[src/rtl/serial_flow_cmp.sv]
// Serial LSB-first word processor: per word either adds two bit streams or
// compares them (equal / greater / less), with framing and a completed-word count.
module serial_flow_cmp #(
    parameter int WIDTH = 8,
    parameter int CNT_W = 8
) (
    input  logic             CK,
    input  logic             RST_N,
    input  logic             in_valid,
    input  logic             sof,
    input  logic             line_a,
    input  logic             line_b,
    input  logic [1:0]       mode,
    output logic             out_bit,
    output logic             out_valid,
    output logic             done,
    output logic             result,
    output logic             overflow,
    output logic             frame_err,
    output logic [CNT_W-1:0] word_cnt
);

    localparam int IDX_W = $clog2(WIDTH);

    localparam logic [0:0] ST_IDLE = 1'b0;
    localparam logic [0:0] ST_RUN  = 1'b1;

    localparam logic [1:0] MODE_ADD = 2'b00;
    localparam logic [1:0] MODE_EQ  = 2'b01;
    localparam logic [1:0] MODE_GT  = 2'b10;

    logic [0:0]       state_q, state_d;
    logic [IDX_W-1:0] idx_q, idx_d;
    logic [1:0]       mode_q, mode_d;
    logic             carry_q, carry_d;
    // Inequality is accumulated instead of equality so every accumulator clears to 0.
    logic             ne_q, ne_d;
    logic             gt_q, gt_d;
    logic             lt_q, lt_d;
    logic             out_bit_q, out_bit_d;
    logic             out_valid_q, out_valid_d;
    logic             done_q, done_d;
    logic             result_q, result_d;
    logic             overflow_q, overflow_d;
    logic             frame_err_q, frame_err_d;
    logic [CNT_W-1:0] word_cnt_q, word_cnt_d;

    logic             accept, start, last;
    logic [1:0]       mode_cur;
    logic [IDX_W-1:0] idx_cur;
    logic             carry_in, ne_in, gt_in, lt_in;
    logic             diff, sum_bit, carry_out, ne_new, gt_new, lt_new;

    always_comb begin
        accept    = in_valid & ((state_q == ST_RUN) | sof);
        start     = accept & sof;

        // A sof bit starts from a clean word, whatever state the previous one left.
        mode_cur  = start ? mode : mode_q;
        idx_cur   = start ? '0 : idx_q;
        carry_in  = start ? 1'b0 : carry_q;
        ne_in     = start ? 1'b0 : ne_q;
        gt_in     = start ? 1'b0 : gt_q;
        lt_in     = start ? 1'b0 : lt_q;

        diff      = line_a ^ line_b;
        sum_bit   = diff ^ carry_in;
        carry_out = (line_a & line_b) | (carry_in & diff);
        ne_new    = ne_in | diff;
        gt_new    = (line_a & ~line_b) | (~diff & gt_in);
        lt_new    = (~line_a & line_b) | (~diff & lt_in);

        last      = accept && (idx_cur == IDX_W'(WIDTH - 1));
    end

    always_comb begin
        state_d     = state_q;
        idx_d       = idx_q;
        mode_d      = mode_q;
        carry_d     = carry_q;
        ne_d        = ne_q;
        gt_d        = gt_q;
        lt_d        = lt_q;
        result_d    = result_q;
        overflow_d  = overflow_q;
        word_cnt_d  = word_cnt_q;

        out_valid_d = accept;
        out_bit_d   = 1'b0;
        done_d      = last;
        frame_err_d = start & (state_q == ST_RUN);

        if (accept) begin
            out_bit_d = (mode_cur == MODE_ADD) ? sum_bit : diff;
            mode_d    = mode_cur;
            idx_d     = idx_cur + IDX_W'(1);
            carry_d   = carry_out;
            ne_d      = ne_new;
            gt_d      = gt_new;
            lt_d      = lt_new;
            state_d   = last ? ST_IDLE : ST_RUN;
        end

        if (last) begin
            word_cnt_d = word_cnt_q + CNT_W'(1);
            overflow_d = (mode_cur == MODE_ADD) ? carry_out : 1'b0;
            case (mode_cur)
                MODE_ADD: result_d = 1'b0;
                MODE_EQ:  result_d = ~ne_new;
                MODE_GT:  result_d = gt_new;
                default:  result_d = lt_new;
            endcase
        end
    end

    always_ff @(posedge CK or negedge RST_N) begin
        if (!RST_N) begin
            state_q     <= ST_IDLE;
            idx_q       <= '0;
            mode_q      <= '0;
            carry_q     <= 1'b0;
            ne_q        <= 1'b0;
            gt_q        <= 1'b0;
            lt_q        <= 1'b0;
            out_bit_q   <= 1'b0;
            out_valid_q <= 1'b0;
            done_q      <= 1'b0;
            result_q    <= 1'b0;
            overflow_q  <= 1'b0;
            frame_err_q <= 1'b0;
            word_cnt_q  <= '0;
        end else begin
            state_q     <= state_d;
            idx_q       <= idx_d;
            mode_q      <= mode_d;
            carry_q     <= carry_d;
            ne_q        <= ne_d;
            gt_q        <= gt_d;
            lt_q        <= lt_d;
            out_bit_q   <= out_bit_d;
            out_valid_q <= out_valid_d;
            done_q      <= done_d;
            result_q    <= result_d;
            overflow_q  <= overflow_d;
            frame_err_q <= frame_err_d;
            word_cnt_q  <= word_cnt_d;
        end
    end

    assign out_bit   = out_bit_q;
    assign out_valid = out_valid_q;
    assign done      = done_q;
    assign result    = result_q;
    assign overflow  = overflow_q;
    assign frame_err = frame_err_q;
    assign word_cnt  = word_cnt_q;

endmodule
[config.mk]
export PLATFORM = sky130hd
export DESIGN_NAME = serial_flow_cmp
export DESIGN_NICKNAME = d
export VERILOG_FILES = /design/src/rtl/serial_flow_cmp.sv
export SDC_FILE = /design/constraint.sdc
export NUM_CORES = 1
export LEC_CHECK = 0
export BUFFER_PORTS_ARGS = -buffer_cell sky130_fd_sc_hd__buf_2
export CORE_MARGIN = 3
export CORE_UTILIZATION = 50
export CTS_CLUSTER_SIZE = 40
export DETAILED_ROUTE_END_ITERATION = 10
export GPL_TIMING_DRIVEN = 1
export PLACE_DENSITY = 0.77
export SLEW_MARGIN = 20
export SYNTH_ARGS = -nofsm -noshare
export SYNTH_HDL_FRONTEND = slang
export SYNTH_SLANG_ARGS = --single-unit
[constraint.sdc]
create_clock -name CK -period 2.36 [get_ports CK]
set_clock_uncertainty 0.2 [all_clocks]
set_input_delay 0.118 -clock CK [delete_from_list [all_inputs] [get_ports CK]]
set_output_delay 0.118 -clock CK [all_outputs]
set_load 0.01 [all_outputs]
; Word-level counts from Yosys, hierarchy flattened
; Cells that the tools add are included.
[word_totals]
register_bits = 24
word_cells = 52
out_inout_bits = 14
[classes]
eq_ne = 3
reduce_logical = 2
n_mux = 11
bitwise_logic = 20
add_sub_neg = 2
[ops]
columns = operator, n
row1 = $and 1x1->1, 9
row2 = $add 8x1->8 const B, 1
row3 = $mux 1, 8
row4 = $or 1x1->1, 5
row5 = $not 1->1, 4
row6 = $add 3x1->3 const B, 1
row7 = $eq 3x3->1 const B, 1
row8 = $mux 3, 1
row9 = $pmux 1 s3, 1
row10 = $eq 2x1->1 const B, 1
row11 = $eq 2x2->1 const B, 1
row12 = $logic_not 2->1, 1
row13 = $mux 2, 1
row14 = $xor 1x1->1, 2
row15 = $logic_and 1x1->1, 1

; Logic depth before layout (Yosys ltp)
; Gate-level depths: netlist (run 1).
[depth]
ltp_word = 7
ltp_mapped = 9
depth_no_buf = 8

; Least setup slack after synthesis (run 1)
; OpenSTA, ideal clock, no wires.
[synth_path]
kind = register -> register
start = reg idx_q[1]
end = reg result_q (netlist: result)
path_stages_with_launch = 8
synth_period_minus_slack_ns = 1.763
setup_slack_ns = 0.597
path_buffers = 0
t_arrival_ns = 1.426
cell_sequence = dfrtp_1 -> and2_1 -> ha_1 -> ha_1 -> o211ai_2 -> inv_1 -> a41oi_1 -> o31ai_1
[synth_via]
elab_chain_cells = 3
[synth_lines]
columns = item, line_no
row1 = "start, declared", 33  ; logic [IDX_W-1:0] idx_q, idx_d;
row2 = "start signal, assigned", 134  ; idx_q <= idx_d;
row3 = $mux 3, 60  ; idx_cur = start ? '0 : idx_q;
row4 = $eq 3x3->1, 73  ; last = accept && (idx_cur == IDX_W'(WIDTH - 1));
row5 = $logic_and 1x1->1, 73
row6 = named net done_d, 42  ; logic done_q, done_d;
row7 = "end signal, assigned", 143  ; result_q <= result_d;
row8 = "end, declared", 43  ; logic result_q, result_d;
; The timed path passes the listed nets, and every way through them passes these cells.
; A chain may end at the register's enable or synchronous reset.

; Worst setup path after layout (run 1)
[layout_path]
start = in in_valid
end = reg result_q (netlist: result)
[layout_via]
elab_chain_cells = 6
elab_cells_between_ends = 19
classes_between = eq/ne: 3 / mux: 6 / bitwise: 8 / reduce/logical: 2
[layout_lines]
columns = item, line_no
row1 = "start, declared", 9  ; input logic in_valid,
row2 = $and 1x1->1 (*), 55  ; accept = in_valid & ((state_q == ST_RUN) | sof);
row3 = $and 1x1->1, 56  ; start = accept & sof;
row4 = "$mux 1, on equally long branches", "64, 62, 63"
row5 = $and 1x1->1 (tied with other cells), 71  ; lt_new = (~line_a & line_b) | (~diff & lt_in);
row6 = $or 1x1->1 (tied with other cells), 71
row7 = $pmux 1 s3, 107  ; case (mode_cur)
; Mark *: on every way between the ends. The rest lies on a longest branch, timed or not.

==> results.sh, run 1 <==
export IMPL_ff2ff_path_depth=7
export IMPL_syn_num_nets=112
export IMPL_peakVddDrop_uv=504
export IMPL_yosysWarnings=0
export IMPL_placedCellCount=145
export IMPL_ios=22
export IMPL_max_slew_margin=0.646
export IMPL_cp_arrival_ps=2200
export IMPL_worst_setup_path_type="primary input to flop"
export IMPL_cpPeakStageDelay_ps=530
export IMPL_die_y_um=53.0
export IMPL_htree_levels=1
export IMPL_leakage_nw=0.711
export IMPL_clk_path_buf_depth=2
export IMPL_clkTransAtPathRegs_ps=130
export IMPL_syn_cell_area_um2=1110
export IMPL_cts_made_buffers=3
export IMPL_cp_cell_sequence="dlygate4sd3_1 > buf_2 > nand2_2 > and2_1 > ha_1 > ha_1 > o211ai_2 > and2_1 > a41oi_1 > o31ai_1"
export IMPL_cts_sinks=24
export IMPL_synth_seq_cells=24
export IMPL_cp_endpoint="result"
export IMPL_crit_start="in_valid"
export IMPL_critPathLaunchType="primary input"
export IMPL_max_clock_freq_mhz=452
export IMPL_drt_iter0_drc=10
export IMPL_post_route_period_util=0.937
export IMPL_initial_utilization=0.547
export IMPL_globalRouteOverflowTotal=0
export IMPL_grt_total_usage=0.155
export IMPL_ys_seq_area_frac=0.543
export IMPL_fp_dieArea_um2=2810
export IMPL_antenna_cells=0
export IMPL_layout_setup_ws_ps=148
export IMPL_postRouteWirelength_mm=1.93
export IMPL_grt_pass1_wl_mm=3.09
export IMPL_fill_cells=159
export IMPL_crit_fanout=11
export IMPL_syn_area_per_cell_um2=11.3
export IMPL_tightest_slew_ps=531
export IMPL_rows=16
export IMPL_stdcell_count=155
export IMPL_gp_congestion=0.763
export IMPL_dp_hpwl_mm=1.40
export IMPL_layout_drive_gt1_share=0.258
export IMPL_grt_max_degree=25
export IMPL_io_buffers=21
export IMPL_grt_pass1_vias=705
export IMPL_critical_path_slowest_cell="dlygate4sd3_1"
export IMPL_seq_area_um2=601
export IMPL_area_growth_pct=22.1
export IMPL_ant_nets=0
export IMPL_dr_total_vias=765
export IMPL_hold_viol_final=0
export IMPL_end_kind="flop"
export IMPL_r2r_end="result"
export IMPL_die_w_um=53.0
export IMPL_syn_inst=98
export IMPL_multi_input_area_um2=475
export IMPL_min_path_type="primary input to flop"
export IMPL_tns_ps=0
export IMPL_cts_tree="done"
export IMPL_rrSetupSlack_ps=510
export IMPL_drc=0
export IMPL_dr_pass1_iters=4
export IMPL_rsz0062_at_grt="false"
export IMPL_synth_cell_types=29
export IMPL_cap_violations=0
export IMPL_root_buffer="clkbuf_4"
export IMPL_pre_cts_ws_ps=282
export IMPL_worstSkewPairLatency_ps=310
export IMPL_required_ps=2350
export IMPL_antenna_found_initial=0
export IMPL_fin_util=0.668
export IMPL_status="complete, no violations"
export IMPL_cts_setup_buffers=0
export IMPL_reg2reg_from="idx_q[1]"
export IMPL_period_minus_slack_ps=2210
export IMPL_finalSetupViolCount=0
export IMPL_drv_slew=0
export IMPL_nets=143
export IMPL_power_density_nw_per_um2=726
export IMPL_largest_reg_flops=8
export IMPL_wire_per_inst_um=12.4
export IMPL_viasPerCell=4.94
export IMPL_core_region_area_um2=2020
Yosys cell counts, drive strengths merged:
library cell | number | area [µm²]
dfrtp | 24 | 601
nand2 | 20 | 77.6
ha | 5 | 62.6
inv | 5 | 18.8
xnor2 | 5 | 43.8
and2 | 4 | 25.0
nor2 | 4 | 15.0
o21ai | 4 | 23.8
and3 | 3 | 18.8
a22o | 2 | 17.5
a31oi | 2 | 12.5
mux2 | 2 | 26.3
mux2i | 2 | 32.5
nand3 | 2 | 10.0
nand4 | 2 | 12.5
o31ai | 2 | 15.0
xor2 | 2 | 17.5
a211oi | 1 | 12.5
a41oi | 1 | 8.76
buf | 1 | 7.51
clkinv | 1 | 3.75
fa | 1 | 20.0
nor2b | 1 | 6.26
nor3 | 1 | 5.00
o211ai | 1 | 12.5
power by group:
part           switching, mW  internal, mW
sequential            0.0356         0.465
combinational          0.100        0.0893
clock                  0.119         0.172
total                  0.255         0.725
area by class of cell:
| cell class | instances | share of cell area |
|---|---|---|
| clock buffers | 3 | 0.0167 |
| inverters | 6 | 0.0167 |
| repair buffers | 27 | 0.122 |
| clock inverters | 1 | 0.0222 |
| multi-input cells | 67 | 0.352 |
| well taps | 27 | 0.0250 |
| flip-flops and latches | 24 | 0.445 |
how the worst min path moves through the flow:
stage	start	to	cells after the start
2_1_floorplan	RST_N	carry_q	0
3_3_place_gp	RST_N	idx_q[0]	1
3_5_place_dp	RST_N	out_valid	1
4_1_cts	line_b	lt_q	3
5_1_grt	line_a	gt_q	3
6_report	line_b	lt_q	3
cell usage in the layout (no fill, tap or decap), types with 2 or more instances in the layout:
master	synthesis	layout
nor2_1	4	4
xnor2_1	5	5
a22o_1	2	2
ha_1	5	5
xor2_1	2	2
o21ai_0	3	3
nand3_1	2	2
and3_1	3	3
dfrtp_1	24	24
dlygate4sd3_1	0	6
o31ai_1	2	2
nand4_1	2	2
a31oi_1	2	2
buf_2	0	21
nand2_1	19	19
inv_1	5	4
clkbuf_4	0	3
and2_1	4	4
through the flow:
stage	power [mW]	hold slack [ps]	instance area, µm²
after floorplan	0.624	-378	1110
after global placement	0.688	-81.2	1240
after global routing	1.04	46.4	1350
final	0.980	27.2	1350
after CTS	0.993	13.2	1350
after detailed placement	0.690	-69.0	1240
kinds of logic after synthesis:
group,share of synthesized area
fa+ha+maj,0.0747
simple gates,0.154
compound gates,0.0928
xor+xnor,0.0554
mux,0.0532
buf+inv,0.0272
flops,0.543
routing by layer:
metal / wire, µm / global-route usage
met1: 917 / 0.203
met2: 916 / 0.248
met3: 78 / 0.0338
met4: 12 / 0.0638
met5: 0 / 0
worst max-delay path: cells and delay by family:
| kind | cells | cell delay (ps) |
|---|---|---|
| and+or+nand+nor | 3 | 640 |
| AOI/OAI and AO/OA | 3 | 470 |
| buffers and inverters | 2 | 680 |
| adders and majority gates | 2 | 290 |
timing repair:
| action | CTS | global route |
|---|---|---|
| endpoints found under the hold margin | 29 | 0 |
| resized for setup | 0 | 1 |
| hold buffers | 6 | 0 |
| setup endpoints to repair | 0 | 1 |
No activity file was read; power rests on OpenSTA's default activity.
==> run 2: changes to the inputs <==
clock period = 2.4 ns   (was 2.36 ns; I/O delays follow)
==> results.sh, run 2 (synthesis results as in run 1) <==
export IMPL_cts_made_buffers=3
export IMPL_cts_sinks=24
export IMPL_gp_congestion=0.771
export IMPL_dr_total_vias=783
export IMPL_leakage_nw=0.697
export IMPL_final_common_cell="dfrtp_1"
export IMPL_hold_viol_final=0
export IMPL_max_clock_freq_mhz=448
export IMPL_area_growth_pct=19.3
export IMPL_antenna_found_initial=0
export IMPL_globalRouteOverflowTotal=0
export IMPL_finalSetupViolCount=0
export IMPL_end_kind="flop"
export IMPL_core_region_area_um2=2020
export IMPL_p_int_uw=604
export IMPL_tightest_slew_ps=522
export IMPL_final_area_um2=1320
export IMPL_nets=143
export IMPL_clkPwrFrac=0.205
export IMPL_post_route_period_util=0.929
export IMPL_dp_hpwl_mm=1.42
export IMPL_worstSkewPairLatency_ps=310
export IMPL_tns_ps=0
export IMPL_final_cell_mix="24 x dfrtp_1, 21 x buf_2, 19 x nand2_1"
export IMPL_fp_dieArea_um2=2810
export IMPL_critical_path_slowest_cell="dlygate4sd3_1"
export IMPL_die_w_um=53.0
export IMPL_cts_tree="done"
export IMPL_worst_setup_path_type="primary input to flop"
export IMPL_max_slew_margin=0.652
export IMPL_wire_per_inst_um=12.8
export IMPL_dr_pass1_iters=4
export IMPL_initial_utilization=0.547
export IMPL_antenna_cells=0
export IMPL_viasPerCell=5.08
export IMPL_place_area_um2=1240
export IMPL_ios=22
export IMPL_power_density_nw_per_um2=646
export IMPL_drv_slew=0
export IMPL_drc=0
export IMPL_pwr_share_seq=0.576
export IMPL_postRouteWirelength_mm=1.98
export IMPL_switching_share=0.292
export IMPL_htree_levels=1
export IMPL_io_buffers=21
export IMPL_root_buffer="clkbuf_4"
export IMPL_crit_fanout=11
export IMPL_period_minus_slack_ps=2230
export IMPL_largest_reg_flops=8
export IMPL_hold_ws_ps=21.0
export IMPL_fin_util=0.653
export IMPL_critPathLaunchType="primary input"
export IMPL_grt_max_degree=25
export IMPL_rows=16
export IMPL_layout_drive_gt1_share=0.252
export IMPL_p_switching_uw=249
export IMPL_crit_family="buffers and inverters"
export IMPL_cp_cell_sequence="dlygate4sd3_1 > buf_2 > nand2_2 > and2_1 > ha_1 > ha_1 > o211ai_2 > and2_1 > a41oi_1 > o31ai_1"
export IMPL_ant_nets=0
export IMPL_status="complete, no violations"
export IMPL_power_frac_comb=0.218
export IMPL_drt_iter0_drc=8
export IMPL_clk_path_buf_depth=2
export IMPL_cp_arrival_ps=2220
export IMPL_die_y_um=53.0
export IMPL_grt_total_usage=0.161
export IMPL_rsz0062_at_grt="false"
export IMPL_min_path_type="primary input to flop"
export IMPL_cap_violations=0
export IMPL_clkTransAtPathRegs_ps=130
export IMPL_peakVddDrop_uv=380
export IMPL_grt_pass1_vias=737
export IMPL_cpPeakStageDelay_ps=530
export IMPL_required_ps=2390
export IMPL_grt_pass1_wl_mm=3.24
export IMPL_path_buf_inv=2
==> run 2: changes by cell type in the layout (fill, tap and decap cells not counted), sizes merged <==
cell / change
bufinv: -1
==> run 2: worst paths after layout <==
check / cells past startpoint / slack (ps) / end / startpoint
setup / recovery: 10 / 170 / result / in_valid
hold / removal: 3 / 20 / gt_q / line_a
setup reg to reg: 7 / 520 / result / idx_q[0]
hold reg to reg: 1 / 270 / word_cnt[7] / word_cnt[7]
max in group asynchronous: 2 / 1550 / word_cnt[0] / RST_N
min in group asynchronous: 2 / 100 / idx_q[0] / RST_N
==> run 2: per-layer routing <==
| layer | GRT usage | part of all wire |
|---|---|---|
| met5 | 0 | 0 |
| met4 | 0.0638 | 0.015 |
| met3 | 0.0254 | 0.043 |
| met2 | 0.258 | 0.48 |
| met1 | 0.216 | 0.46 |
==> run 2: what timing repair did <==
action                                 CTS  global route
gates resized for setup                  0             1
hold buffers                             6             0
setup buffers                            0             0
endpoints found under the hold margin   28             0
setup endpoints to repair                0             1
==> run 2: layout make-up <==
cell class / count / area, µm²
fill: 169 / 702
sequential: 24 / 601
multi-input combinational: 67 / 475
timing repair buffer: 27 / 165
tap: 27 / 33.8
clock buffer: 3 / 22.5
inverter: 6 / 22.5
==> run 2: tightest hold or removal path, delay by kind of cell <==
kind | cells | cell delay, ps
fa+ha+maj | 1 | 160
buf+inv | 1 | 90
compound gates | 1 | 140
==> run 2: power by group through the flow <==
stage	Sequential (mW)	Clock (mW)	Combinational, mW
3_3_place_gp	0.498	0	0.178
5_1_grt	0.501	0.192	0.213
3_5_place_dp	0.501	0	0.181
4_1_cts	0.492	0.178	0.190
6_report	0.491	0.175	0.186
2_1_floorplan	0.506	0	0.108
==> run 2: per-stage QoR <==
step / std cells / setup WS (ps) / total power [mW]
floorplan: 98 / 635 / 0.614
global placement: 145 / 397 / 0.677
detailed placement: 145 / 315 / 0.682
CTS: 154 / 99.7 / 0.860
global route: 154 / 39.4 / 0.906
finish: 154 / 170 / 0.853
